File: src/rtl/banco_registros_param_if.sv
// Bus bundle for banco_registros_param: one write port plus two read ports (A, B).
// The master side drives requests; the slave side is the register bank.
interface banco_registros_param_if #(
    parameter int unsigned NUM_REGS = 8,
    parameter int unsigned DATA_W   = 16
);
    localparam int unsigned AW = (NUM_REGS > 1) ? $clog2(NUM_REGS) : 1;
    localparam int unsigned NL = DATA_W / 8;
    localparam int unsigned LW = (NL > 1) ? $clog2(NL) : 1;

    logic              wr_en;
    logic [AW-1:0]     wr_addr;
    logic              wr_size;
    logic [LW-1:0]     wr_lane;
    logic [DATA_W-1:0] wr_data;
    logic              inj_par;
    logic              wr_err;

    logic              rd_req_a;
    logic [AW-1:0]     rd_addr_a;
    logic [DATA_W-1:0] rd_data_a;
    logic              rd_valid_a;
    logic              par_err_a;

    logic              rd_req_b;
    logic [AW-1:0]     rd_addr_b;
    logic [DATA_W-1:0] rd_data_b;
    logic              rd_valid_b;
    logic              par_err_b;

    modport master (
        output wr_en, wr_addr, wr_size, wr_lane, wr_data, inj_par,
        output rd_req_a, rd_addr_a, rd_req_b, rd_addr_b,
        input  wr_err, rd_data_a, rd_valid_a, par_err_a, rd_data_b, rd_valid_b, par_err_b
    );

    modport slave (
        input  wr_en, wr_addr, wr_size, wr_lane, wr_data, inj_par,
        input  rd_req_a, rd_addr_a, rd_req_b, rd_addr_b,
        output wr_err, rd_data_a, rd_valid_a, par_err_a, rd_data_b, rd_valid_b, par_err_b
    );
endinterface

File: src/rtl/banco_registros_param.sv
// Register bank: 1 write port (word or byte-lane), 2 registered read ports with write forwarding.
// Optional per-lane even parity when BANCO_REG_PARITY_EN is defined.
module banco_registros_param #(
    parameter int unsigned NUM_REGS      = 8,
    parameter int unsigned DATA_W        = 16,
    parameter int unsigned NUM_BYTE_REGS = 3
) (
    input  logic                   clk,
    input  logic                   reset,
    banco_registros_param_if.slave bus
);
    localparam int unsigned AW = (NUM_REGS > 1) ? $clog2(NUM_REGS) : 1;
    localparam int unsigned NL = DATA_W / 8;
    localparam int unsigned LW = (NL > 1) ? $clog2(NL) : 1;

    logic [DATA_W-1:0] regs [NUM_REGS];

    logic              wr_legal_c;
    logic [NL-1:0]     lane_en_c;
    logic [DATA_W-1:0] wr_word_c;

    logic [AW-1:0]     raddr_c [2];
    logic [DATA_W-1:0] rdata_c [2];
    logic [1:0]        perr_c;

    assign raddr_c[0] = bus.rd_addr_a;
    assign raddr_c[1] = bus.rd_addr_b;

`ifdef BANCO_REG_PARITY_EN
    logic [NL-1:0] par_q [NUM_REGS];
    logic [NL-1:0] wr_par_c;
    logic [NL-1:0] rpar_c [2];
`else
    logic unused_inj_c;
    assign unused_inj_c = bus.inj_par;
`endif

    // Write legality, lane enables and the post-write (lane-merged) word
    always_comb begin
        wr_legal_c = bus.wr_en;
        if (32'(bus.wr_addr) >= NUM_REGS)
            wr_legal_c = 1'b0;
        if (!bus.wr_size &&
            ((32'(bus.wr_addr) >= NUM_BYTE_REGS) || (32'(bus.wr_lane) >= NL)))
            wr_legal_c = 1'b0;

        lane_en_c = '0;
        for (int l = 0; l < NL; l++)
            if (bus.wr_size || (LW'(l) == bus.wr_lane))
                lane_en_c[l] = 1'b1;

        wr_word_c = regs[bus.wr_addr];
        for (int l = 0; l < NL; l++)
            if (lane_en_c[l])
                wr_word_c[l*8 +: 8] = bus.wr_size ? bus.wr_data[l*8 +: 8] : bus.wr_data[7:0];

`ifdef BANCO_REG_PARITY_EN
        wr_par_c = par_q[bus.wr_addr];
        for (int l = 0; l < NL; l++)
            if (lane_en_c[l])
                wr_par_c[l] = (^wr_word_c[l*8 +: 8]) ^ bus.inj_par;
`endif
    end

    // Read data per port; a same-address legal write is forwarded
    always_comb begin
        rdata_c = '{default: '0};
        perr_c  = '0;
`ifdef BANCO_REG_PARITY_EN
        rpar_c  = '{default: '0};
`endif
        for (int p = 0; p < 2; p++) begin
            if (32'(raddr_c[p]) < NUM_REGS) begin
                if (wr_legal_c && (bus.wr_addr == raddr_c[p])) begin
                    rdata_c[p] = wr_word_c;
`ifdef BANCO_REG_PARITY_EN
                    rpar_c[p]  = wr_par_c;
`endif
                end else begin
                    rdata_c[p] = regs[raddr_c[p]];
`ifdef BANCO_REG_PARITY_EN
                    rpar_c[p]  = par_q[raddr_c[p]];
`endif
                end
`ifdef BANCO_REG_PARITY_EN
                for (int l = 0; l < NL; l++)
                    if ((^rdata_c[p][l*8 +: 8]) != rpar_c[p][l])
                        perr_c[p] = 1'b1;
`endif
            end
        end
    end

    // State and registered outputs
    always_ff @(posedge clk or negedge reset) begin
        if (!reset) begin
            for (int i = 0; i < NUM_REGS; i++) begin
                regs[i]  <= '0;
`ifdef BANCO_REG_PARITY_EN
                par_q[i] <= '0;
`endif
            end
            bus.wr_err     <= 1'b0;
            bus.rd_data_a  <= '0;
            bus.rd_valid_a <= 1'b0;
            bus.par_err_a  <= 1'b0;
            bus.rd_data_b  <= '0;
            bus.rd_valid_b <= 1'b0;
            bus.par_err_b  <= 1'b0;
        end else begin
            bus.wr_err <= bus.wr_en && !wr_legal_c;
            if (wr_legal_c) begin
                regs[bus.wr_addr]  <= wr_word_c;
`ifdef BANCO_REG_PARITY_EN
                par_q[bus.wr_addr] <= wr_par_c;
`endif
            end

            bus.rd_valid_a <= bus.rd_req_a;
            bus.par_err_a  <= bus.rd_req_a && perr_c[0];
            if (bus.rd_req_a)
                bus.rd_data_a <= rdata_c[0];

            bus.rd_valid_b <= bus.rd_req_b;
            bus.par_err_b  <= bus.rd_req_b && perr_c[1];
            if (bus.rd_req_b)
                bus.rd_data_b <= rdata_c[1];
        end
    end
endmodule

File: src/flat_wrapper.sv
// flat-port wrapper written by rule: the top's interface ports become plain ports
module banco_registros_param_flat 
#(
    parameter int unsigned NUM_REGS      = 8,
    parameter int unsigned DATA_W        = 16,
    parameter int unsigned NUM_BYTE_REGS = 3
)
  (clk, reset, bus_wr_en, bus_wr_addr, bus_wr_size, bus_wr_lane, bus_wr_data, bus_inj_par, bus_rd_req_a, bus_rd_addr_a, bus_rd_req_b, bus_rd_addr_b, bus_wr_err, bus_rd_data_a, bus_rd_valid_a, bus_par_err_a, bus_rd_data_b, bus_rd_valid_b, bus_par_err_b);
  banco_registros_param_if #(.NUM_REGS(NUM_REGS), .DATA_W(DATA_W)) bus_i ();
  input  logic clk;
  input  logic reset;
  input wire logic [$bits(bus_i.wr_en)-1:0] bus_wr_en;
  input wire logic [$bits(bus_i.wr_addr)-1:0] bus_wr_addr;
  input wire logic [$bits(bus_i.wr_size)-1:0] bus_wr_size;
  input wire logic [$bits(bus_i.wr_lane)-1:0] bus_wr_lane;
  input wire logic [$bits(bus_i.wr_data)-1:0] bus_wr_data;
  input wire logic [$bits(bus_i.inj_par)-1:0] bus_inj_par;
  input wire logic [$bits(bus_i.rd_req_a)-1:0] bus_rd_req_a;
  input wire logic [$bits(bus_i.rd_addr_a)-1:0] bus_rd_addr_a;
  input wire logic [$bits(bus_i.rd_req_b)-1:0] bus_rd_req_b;
  input wire logic [$bits(bus_i.rd_addr_b)-1:0] bus_rd_addr_b;
  output wire logic [$bits(bus_i.wr_err)-1:0] bus_wr_err;
  output wire logic [$bits(bus_i.rd_data_a)-1:0] bus_rd_data_a;
  output wire logic [$bits(bus_i.rd_valid_a)-1:0] bus_rd_valid_a;
  output wire logic [$bits(bus_i.par_err_a)-1:0] bus_par_err_a;
  output wire logic [$bits(bus_i.rd_data_b)-1:0] bus_rd_data_b;
  output wire logic [$bits(bus_i.rd_valid_b)-1:0] bus_rd_valid_b;
  output wire logic [$bits(bus_i.par_err_b)-1:0] bus_par_err_b;
  assign bus_i.wr_en = bus_wr_en;
  assign bus_i.wr_addr = bus_wr_addr;
  assign bus_i.wr_size = bus_wr_size;
  assign bus_i.wr_lane = bus_wr_lane;
  assign bus_i.wr_data = bus_wr_data;
  assign bus_i.inj_par = bus_inj_par;
  assign bus_i.rd_req_a = bus_rd_req_a;
  assign bus_i.rd_addr_a = bus_rd_addr_a;
  assign bus_i.rd_req_b = bus_rd_req_b;
  assign bus_i.rd_addr_b = bus_rd_addr_b;
  assign bus_wr_err = bus_i.wr_err;
  assign bus_rd_data_a = bus_i.rd_data_a;
  assign bus_rd_valid_a = bus_i.rd_valid_a;
  assign bus_par_err_a = bus_i.par_err_a;
  assign bus_rd_data_b = bus_i.rd_data_b;
  assign bus_rd_valid_b = bus_i.rd_valid_b;
  assign bus_par_err_b = bus_i.par_err_b;
  banco_registros_param #(.NUM_REGS(NUM_REGS), .DATA_W(DATA_W), .NUM_BYTE_REGS(NUM_BYTE_REGS)) u_core (.clk(clk), .reset(reset), .bus(bus_i));
endmodule
File: config.mk
export PLATFORM = sky130hd
export DESIGN_NAME = banco_registros_param_flat
export DESIGN_NICKNAME = d
export VERILOG_FILES = /design/src/rtl/banco_registros_param_if.sv /design/src/rtl/banco_registros_param.sv /design/src/flat_wrapper.sv
export SDC_FILE = /design/constraint.sdc
export NUM_CORES = 1
export LEC_CHECK = 0
export CAP_MARGIN = 25
export CELL_PAD_IN_SITES_DETAIL_PLACEMENT = 1
export CELL_PAD_IN_SITES_GLOBAL_PLACEMENT = 1
export CORE_ASPECT_RATIO = 1.75
export CORE_MARGIN = 3
export CORE_UTILIZATION = 43
export CTS_CLUSTER_DIAMETER = 30
export DETAILED_ROUTE_END_ITERATION = 6
export PLACE_DENSITY_LB_ADDON = 0.15
export REMOVE_ABC_BUFFERS = 1
export SLEW_MARGIN = 20
export SYNTH_ARGS = -nofsm -noshare
export SYNTH_HDL_FRONTEND = slang
export SYNTH_SLANG_ARGS = --single-unit
File: constraint.sdc
create_clock -name clk -period 1.5 [get_ports clk]
set_clock_uncertainty 0.2 [all_clocks]
set_input_delay 0.45 -clock clk [delete_from_list [all_inputs] [get_ports clk]]
set_output_delay 0.45 -clock clk [all_outputs]
set_load 0.02 [all_outputs]
==> flow_metrics.py, run 1 <==
metrics = {
    "finish": {
        "layout.nets": 1219,
        "antenna_cells": 0,
        "drive_gt1_frac": 0.5496,
        "fillers": 2225,
        "area_delta_synth_final_pct": 52.23,
        "layoutNonFillerInstCount": 1495,
        "final_area_um2": 14750,
    },
    "grt": {
        "track_usage": 0.3498,
        "first_global_vias": 10650,
        "antenna_found_initial": 0,
        "grt_pass1_wl_mm": 63.85,
        "grt_max_degree": 49,
        "grt_overflow": 0,
    },
    "synth": {
        "synthTopCellsByArea": "dfrtp_1 42%, mux4_2 11%, o21ai_0 6.7%",
        "ys_types": 37,
        "ys_async_sr_fraction": 1.000,
        "synth_cells": 902,
        "synthTopCellsByCount": "163 x dfrtp_1, 136 x nand2_1, 129 x o21ai_0",
        "synth_area_um2": 9689,
        "synth.top_cell.area_share": 0.4210,
        "ys_seq_area_frac": 0.4210,
        "synth.yosys.warnings": 0,
        "yosysMostFrequentCell": "dfrtp_1",
        "synth_edf_count": 0,
        "synth_area_leader_cell": "dfrtp_1",
        "avgSynthCellArea_um2": 10.74,
        "ys_ff_latch": 163,
        "synthFlopType": "dfrtp_1",
    },
    "route": {
        "drt_iter0_markers": 972,
        "num_vias": 9857,
        "drc": 0,
        "routedWlPerCell_um": 31.27,
        "antenna_left": 0,
        "wl_mm": 46.75,
        "vias_per_cell": 6.593,
        "drt-pass1-iter-count": 5,
    },
    "placed_design": {
        "place_congestion": 0.8891,
        "place_area_um2": 11800,
        "port_buffers": 66,
        "dp_cells": 1357,
        "hpwl_mm": 25.34,
    },
    "die": {
        "die_w_um": 119.5,
        "initial_core_util": 0.4372,
        "core_um2": 22160,
        "die_area_um2": 24440,
        "die_h_um": 204.6,
        "rows": 72,
        "num_io_pins": 70,
    },
    "cts": {
        "cts.path.max_buffers": 2,
        "h-tree-depth": 4,
        "clock_sinks": 163,
        "numCtsBuffers": 17,
        "clk_pin_slew_worst_paths_ns": 0.07,
        "clock_latency_ns": 0.46,
        "cts_root_buffer": "clkbuf_16",
        "cts_tree": "yes",
    },
    "flow_run": {
        "max_cap_viol_count": 0,
    },
    "pwr": {
        "power.leakage_nw": 6.484,
        "peakVddDrop_mv": 1.174,
        "p_per_area_nw_per_um2": 1199,
    },
    "critical_path": {
        "slowest_stage": "dfrtp_1",
        "critPathTopFamily": "flip-flops",
        "end_kind": "register",
        "cpPeakStageDelay_ns": 0.47,
        "critPathRequiredTime_ns": 1.61,
        "arrival_ns": 2.05,
        "path_cells": "mux2i_2, o22ai_1, or3_4, o21ai_4, a311oi_1",
        "critPathKind": "register to register",
        "crit_cells": 5,
        "worst-path-buf-inv": 0,
        "crit_fanout": 5,
        "cp-start-kind": "register",
        "r2r_cells": 5,
    },
    "timing": {
        "rsz0062_at_grt": "true",
        "slew_violations": 0,
        "setup_slack_ns": -0.4443,
        "fmax_mhz": 514.3,
        "hold_viol_final": 0,
        "layout_min_cycle_time_ns": 1.944,
        "finalCritPeriodShare": 1.296,
        "hold_ws_ns": 0.1396,
        "setup_viol": 188,
    },
    "worst_hold_path": {
        "holdPathStages": 2,
        "hold_path_class": "input pin to register",
    },
    "outcome": {
        "violations": "setup timing",
        "outcome": "finished, violations left",
    },
}
==> layer usage <==
layer	GRT usage	vias to the layer above	wire, um
li1	-	3913	-
met1	0.3589	4987	15420
met3	0.08177	326	3158
met2	0.6141	631	23550
met4	0.2601	0	4617
met5	0	-	0
==> timing repair <==
| item | CTS | global route |
|---|---|---|
| hold endpoints to repair | 163 | 0 |
| setup endpoints to repair | 196 | 195 |
| hold buffers | 1 | 0 |
| buffers inserted | 47 | 37 |
| pin swaps | 141 | 57 |
| gates resized for setup | 552 | 124 |
| cloned | 22 | 1 |
==> sequential cells by signal (all words and copies together) (netlist names) <==
name,flops
u_core.bus.rd_valid_b,1
u_core.bus.rd_data_a,16
u_core.bus.rd_data_b,16
u_core.bus.wr_err,1
u_core.regs,128
u_core.bus.rd_valid_a,1
==> per-stage QoR <==
| step | setup slack [ns] | power [mW] | setup TNS (ns) | utilization |
|---|---|---|---|---|
| 4_1_cts | -0.2491 | 16.43 | -31.10 | 0.6309 |
| 6_report | -0.4443 | 17.68 | -44.76 | 0.6656 |
| 5_1_grt | -0.5052 | 18.28 | -52.65 | 0.6656 |
| 3_5_place_dp | -1.187 | 10.70 | -169.93 | 0.5325 |
| 2_1_floorplan | -0.7489 | 8.311 | -100.77 | - |
| 3_3_place_gp | -1.070 | 10.38 | -160.39 | 0.5325 |
==> power by group <==
group	internal (mW)	leakage, nW	switching (mW)
registers	5.31	2.07	1.10
logic	3.45	4.13	3.10
clock network	2.69	0.290	2.04
total	11.4	6.48	6.24
==> layout by cell type (no fill, tap or decap), types with 14 or more instances in the layout <==
cell             Yosys  layout
buf_12               2      28
buf_4               11     188
buf_6               15      78
clkbuf_16            0      18
clkdlybuf4s50_1      0      16
dfrtp_1            163     157
inv_1               32      28
mux2i_1             64      45
mux4_2              48      64
nand2_1            136     126
nor2_1              20      18
nor3b_2              0      14
o21ai_1             29      59
o21ai_2              8      87
o21ai_4              2      18
o22ai_1             48      40
==> worst paths after layout <==
kind                                 start                      end  slack [ns]
max                        u_core.regs[55]  u_core.bus.rd_data_a[7]       -0.44
min                           bus_rd_req_b    u_core.bus.rd_valid_b        0.14
min in group asynchronous            reset          u_core.regs[39]        0.22
max in group asynchronous            reset          u_core.regs[75]        0.28
max reg2reg                u_core.regs[55]  u_core.bus.rd_data_a[7]       -0.44
min reg2reg                u_core.regs[98]          u_core.regs[98]        0.35
==> area by class of cell <==
type,instances,area (um^2),area share
clock inverters,14,177.7,0.01205
repair buffers,340,3550,0.2406
clock buffers,18,439.2,0.02977
multi-input cells,632,6007,0.4072
inverters,32,120.1,0.008143
flip-flops and latches,163,4086,0.2770
well taps,296,370.4,0.02511
==> logic make-up after synthesis <==
kind of cell	synth area share
AOI/OAI and AO/OA	0.1641
DFF	0.4210
xor gates and xnor gates	0.005424
muxes	0.2397
other	0.0003870
and+or+nand+nor	0.1025
buffers and inverters	0.06689
Power figures use the tool's default switching activity.
==> run 2: changes to the inputs <==
--- a/config.mk
+++ b/config.mk
@@ -10,8 +10,9 @@
 export CELL_PAD_IN_SITES_GLOBAL_PLACEMENT = 1
 export CORE_ASPECT_RATIO = 1.75
 export CORE_MARGIN = 3
-export CORE_UTILIZATION = 43
+export CORE_UTILIZATION = 51
 export CTS_CLUSTER_DIAMETER = 30
+export CTS_CLUSTER_SIZE = 20
 export DETAILED_ROUTE_END_ITERATION = 6
 export PLACE_DENSITY_LB_ADDON = 0.15
 export REMOVE_ABC_BUFFERS = 1
==> constraint.sdc (replaced) <==
create_clock -name clk -period 2.25 [get_ports clk]
set_clock_uncertainty 0.2 [all_clocks]
set_input_delay 0.675 -clock clk [delete_from_list [all_inputs] [get_ports clk]]
set_output_delay 0.675 -clock clk [all_outputs]
set_load 0.02 [all_outputs]
==> run 2 against run 1 <==
  * The flow still finishes with violations (setup timing)
  * Via count shrank 13%
  * Count of clock-buffer cells in the layout is the same
  * Cell count decreased by 14%
  * Non-clock buffer count shrank 146
  * Critical endpoint is now u_core.bus.rd_data_b[2]
  * Register-to-register slack improved by 0.81 ns
  * Utilization fell by 1.1 points
  * Die area decreased by 15%
  * Clock power down 30%
==> flow_metrics.py, run 2 (synthesis gave the netlist of run 1 again) <==
metrics = {
    "outcome": {
        "outcome": "finished, violations left",
        "violations": "setup timing",
    },
    "critical_path": {
        "worst-path-buf-inv": 4,
        "r2r_slack_ns": 0.37,
        "r2r-end": "u_core.bus.rd_data_b[2]",
        "cpPeakStageDelay_ns": 0.40,
        "crit_fanout": 8,
        "end_kind": "register",
        "critPathKind": "input pin to register",
        "path_cells": "clkdlybuf4s50_1, buf_4, buf_6, o21a_4, and2_4, buf_12, a211oi_1, a311oi_1",
        "critPathTopFamily": "buffers and inverters",
        "critPathRequiredTime_ns": 2.34,
        "r2r-start": "u_core.regs[34]",
        "slowest_stage": "clkdlybuf4s50_1",
        "r2r_cells": 5,
        "arrival_ns": 2.37,
        "cp-start-kind": "input pin",
    },
    "route": {
        "vias_per_cell": 6.638,
        "wl_met2_mm": 19.16,
        "drt-pass1-iter-count": 5,
        "drt-met1-wl_mm": 12.72,
        "dr_wl_met3_mm": 2.052,
        "num_vias": 8550,
        "wl_mm": 36.32,
        "antenna_left": 0,
        "routedWlPerCell_um": 28.20,
        "top_layer_used": "met4",
        "drc": 0,
        "drt_iter0_markers": 545,
    },
    "timing": {
        "slew_violations": 0,
        "finalCritPeriodShare": 1.013,
        "setup_slack_ns": -0.02860,
        "layout_min_cycle_time_ns": 2.279,
        "hold_viol_final": 0,
        "setup_viol": 1,
        "fin_setup_tns_ns": -0.02860,
        "relSlewSlack": 0.6332,
        "rsz0062_at_grt": "true",
        "worst_pin_slew_ns": 0.5496,
        "fmax_mhz": 438.9,
    },
    "cts": {
        "clock_latency_ns": 0.44,
        "numCtsBuffers": 17,
        "cts.path.max_buffers": 2,
        "clock_sinks": 163,
        "cts_tree": "yes",
        "h-tree-depth": 4,
        "cts_root_buffer": "clkbuf_16",
        "clk_pin_slew_worst_paths_ns": 0.07,
    },
    "pwr": {
        "peakVddDrop_mv": 0.6467,
        "p_per_area_nw_per_um2": 837.9,
        "p_total_mw": 10.24,
        "power.leakage_nw": 5.463,
    },
    "worst_hold_path": {
        "hold_path_class": "register to register",
        "hold_end": "u_core.regs[91]",
        "holdPathStages": 2,
        "worstHoldStart": "u_core.regs[91]",
    },
    "placed_design": {
        "place_congestion": 0.9174,
        "hpwl_mm": 23.77,
        "place_ws_ns": -0.6898,
        "port_buffers": 66,
    },
    "finish": {
        "final_common_cell": "dfrtp_1",
        "drive_gt1_frac": 0.2686,
        "largest-register": "u_core.regs",
        "layout.nets": 1070,
        "largest_reg_flops": 128,
        "post-route-util": 0.6545,
        "antenna_cells": 0,
        "reg_top3": "u_core.regs: 128 flops, u_core.bus.rd_data_a: 16 flops, u_core.bus.rd_data_b: 16 flops",
        "area_delta_synth_final_pct": 26.07,
        "fillers": 1961,
        "mostFrequentLayoutCells": "163 x dfrtp_1, 135 x nand2_1, 126 x o21ai_0",
    },
    "grt": {
        "track_usage": 0.3580,
        "first_global_vias": 9512,
        "grt_max_degree": 44,
        "grt_overflow": 0,
        "antenna_found_initial": 0,
        "grt_pass1_wl_mm": 54.72,
    },
    "die": {
        "num_io_pins": 70,
        "die_h_um": 188.3,
        "core_um2": 18660,
        "die_w_um": 110.2,
        "initial_core_util": 0.5192,
        "rows": 66,
        "die_area_um2": 20750,
    },
    "flow_run": {
        "max_cap_viol_count": 0,
    },
}
run 2: cell count changes in the layout (fill, tap and decap cells not counted), sizes merged:
cell,previous run,this run
buf,317,133
dlygate4sd2,3,38
clkdlybuf4s50,16,19
o21ai,176,173
bufinv,3,5
clkinvlp,4,2
bufbuf,2,1
dlymetal6s2s,0,1
run 2: how the worst max path moves through the flow:
| stage | slack [ns] | depth (start not counted) | to | start |
|---|---|---|---|---|
| detailed placement | -0.69 | 7 | u_core.regs[108] | bus_wr_size |
| finish | -0.03 | 8 | u_core.bus.rd_data_b[2] | bus_wr_size |
| global placement | -0.62 | 6 | u_core.bus.rd_data_b[9] | bus_rd_addr_b[1] |
| floorplan | -0.22 | 4 | u_core.regs[110] | bus_wr_lane |
| CTS | 0.009 | 7 | u_core.regs[83] | bus_wr_size |
| global route | -0.03 | 7 | u_core.bus.rd_data_b[2] | bus_wr_size |
run 2: repair_timing:
action / CTS / global route
endpoints found under the hold margin: 26 / 0
gates resized for setup: 62 / 18
endpoints found under the setup margin: 187 / 50
hold buffers: 1 / 0
pin swaps: 6 / 7
gates cloned: 3 / 5
setup buffers: 3 / 2
run 2: area by class of cell:
class | count | area [um^2] | share of cell area
clock buffers | 18 | 439.2 | 0.03595
inverters | 32 | 120.1 | 0.009833
clock inverters | 14 | 225.2 | 0.01844
multi-input cells | 629 | 5150 | 0.4216
flip-flops and latches | 163 | 4079 | 0.3339
repair buffers | 194 | 1904 | 0.1559
well taps | 238 | 297.8 | 0.02438
run 2: power breakdown:
group	total, mW	switching (mW)	leakage [nW]	internal (mW)
clock	3.30	1.29	0.319	2.02
sequential	4.18	0.645	2.08	3.53
combinational	2.75	1.41	3.07	1.34
run 2: worst reg2reg max path: stages (launching register included):
cell and delay (ns):
dfrtp_1 0.42, mux4_2 0.50, inv_1 0.09, o21ai_0 0.08
a211oi_1 0.32, a311oi_1 0.11
run 2: per-layer routing:
| metal | up-vias | global-route usage |
|---|---|---|
| met4 | 0 | 0.2385 |
| li1 | 3596 | - |
| met1 | 4386 | 0.4024 |
| met5 | - | 0 |
| met3 | 172 | 0.05451 |
| met2 | 396 | 0.6118 |
run 2: metrics by stage:
stage	cell area, um^2	cells	hold slack [ns]
after global routing	12220	1288	0.3657
after detailed placement	11260	1242	0.3148
after floorplan	9165	819	0.1794
after global placement	11260	1242	0.2973
after CTS	12070	1281	0.3333
final	12220	1288	0.3335
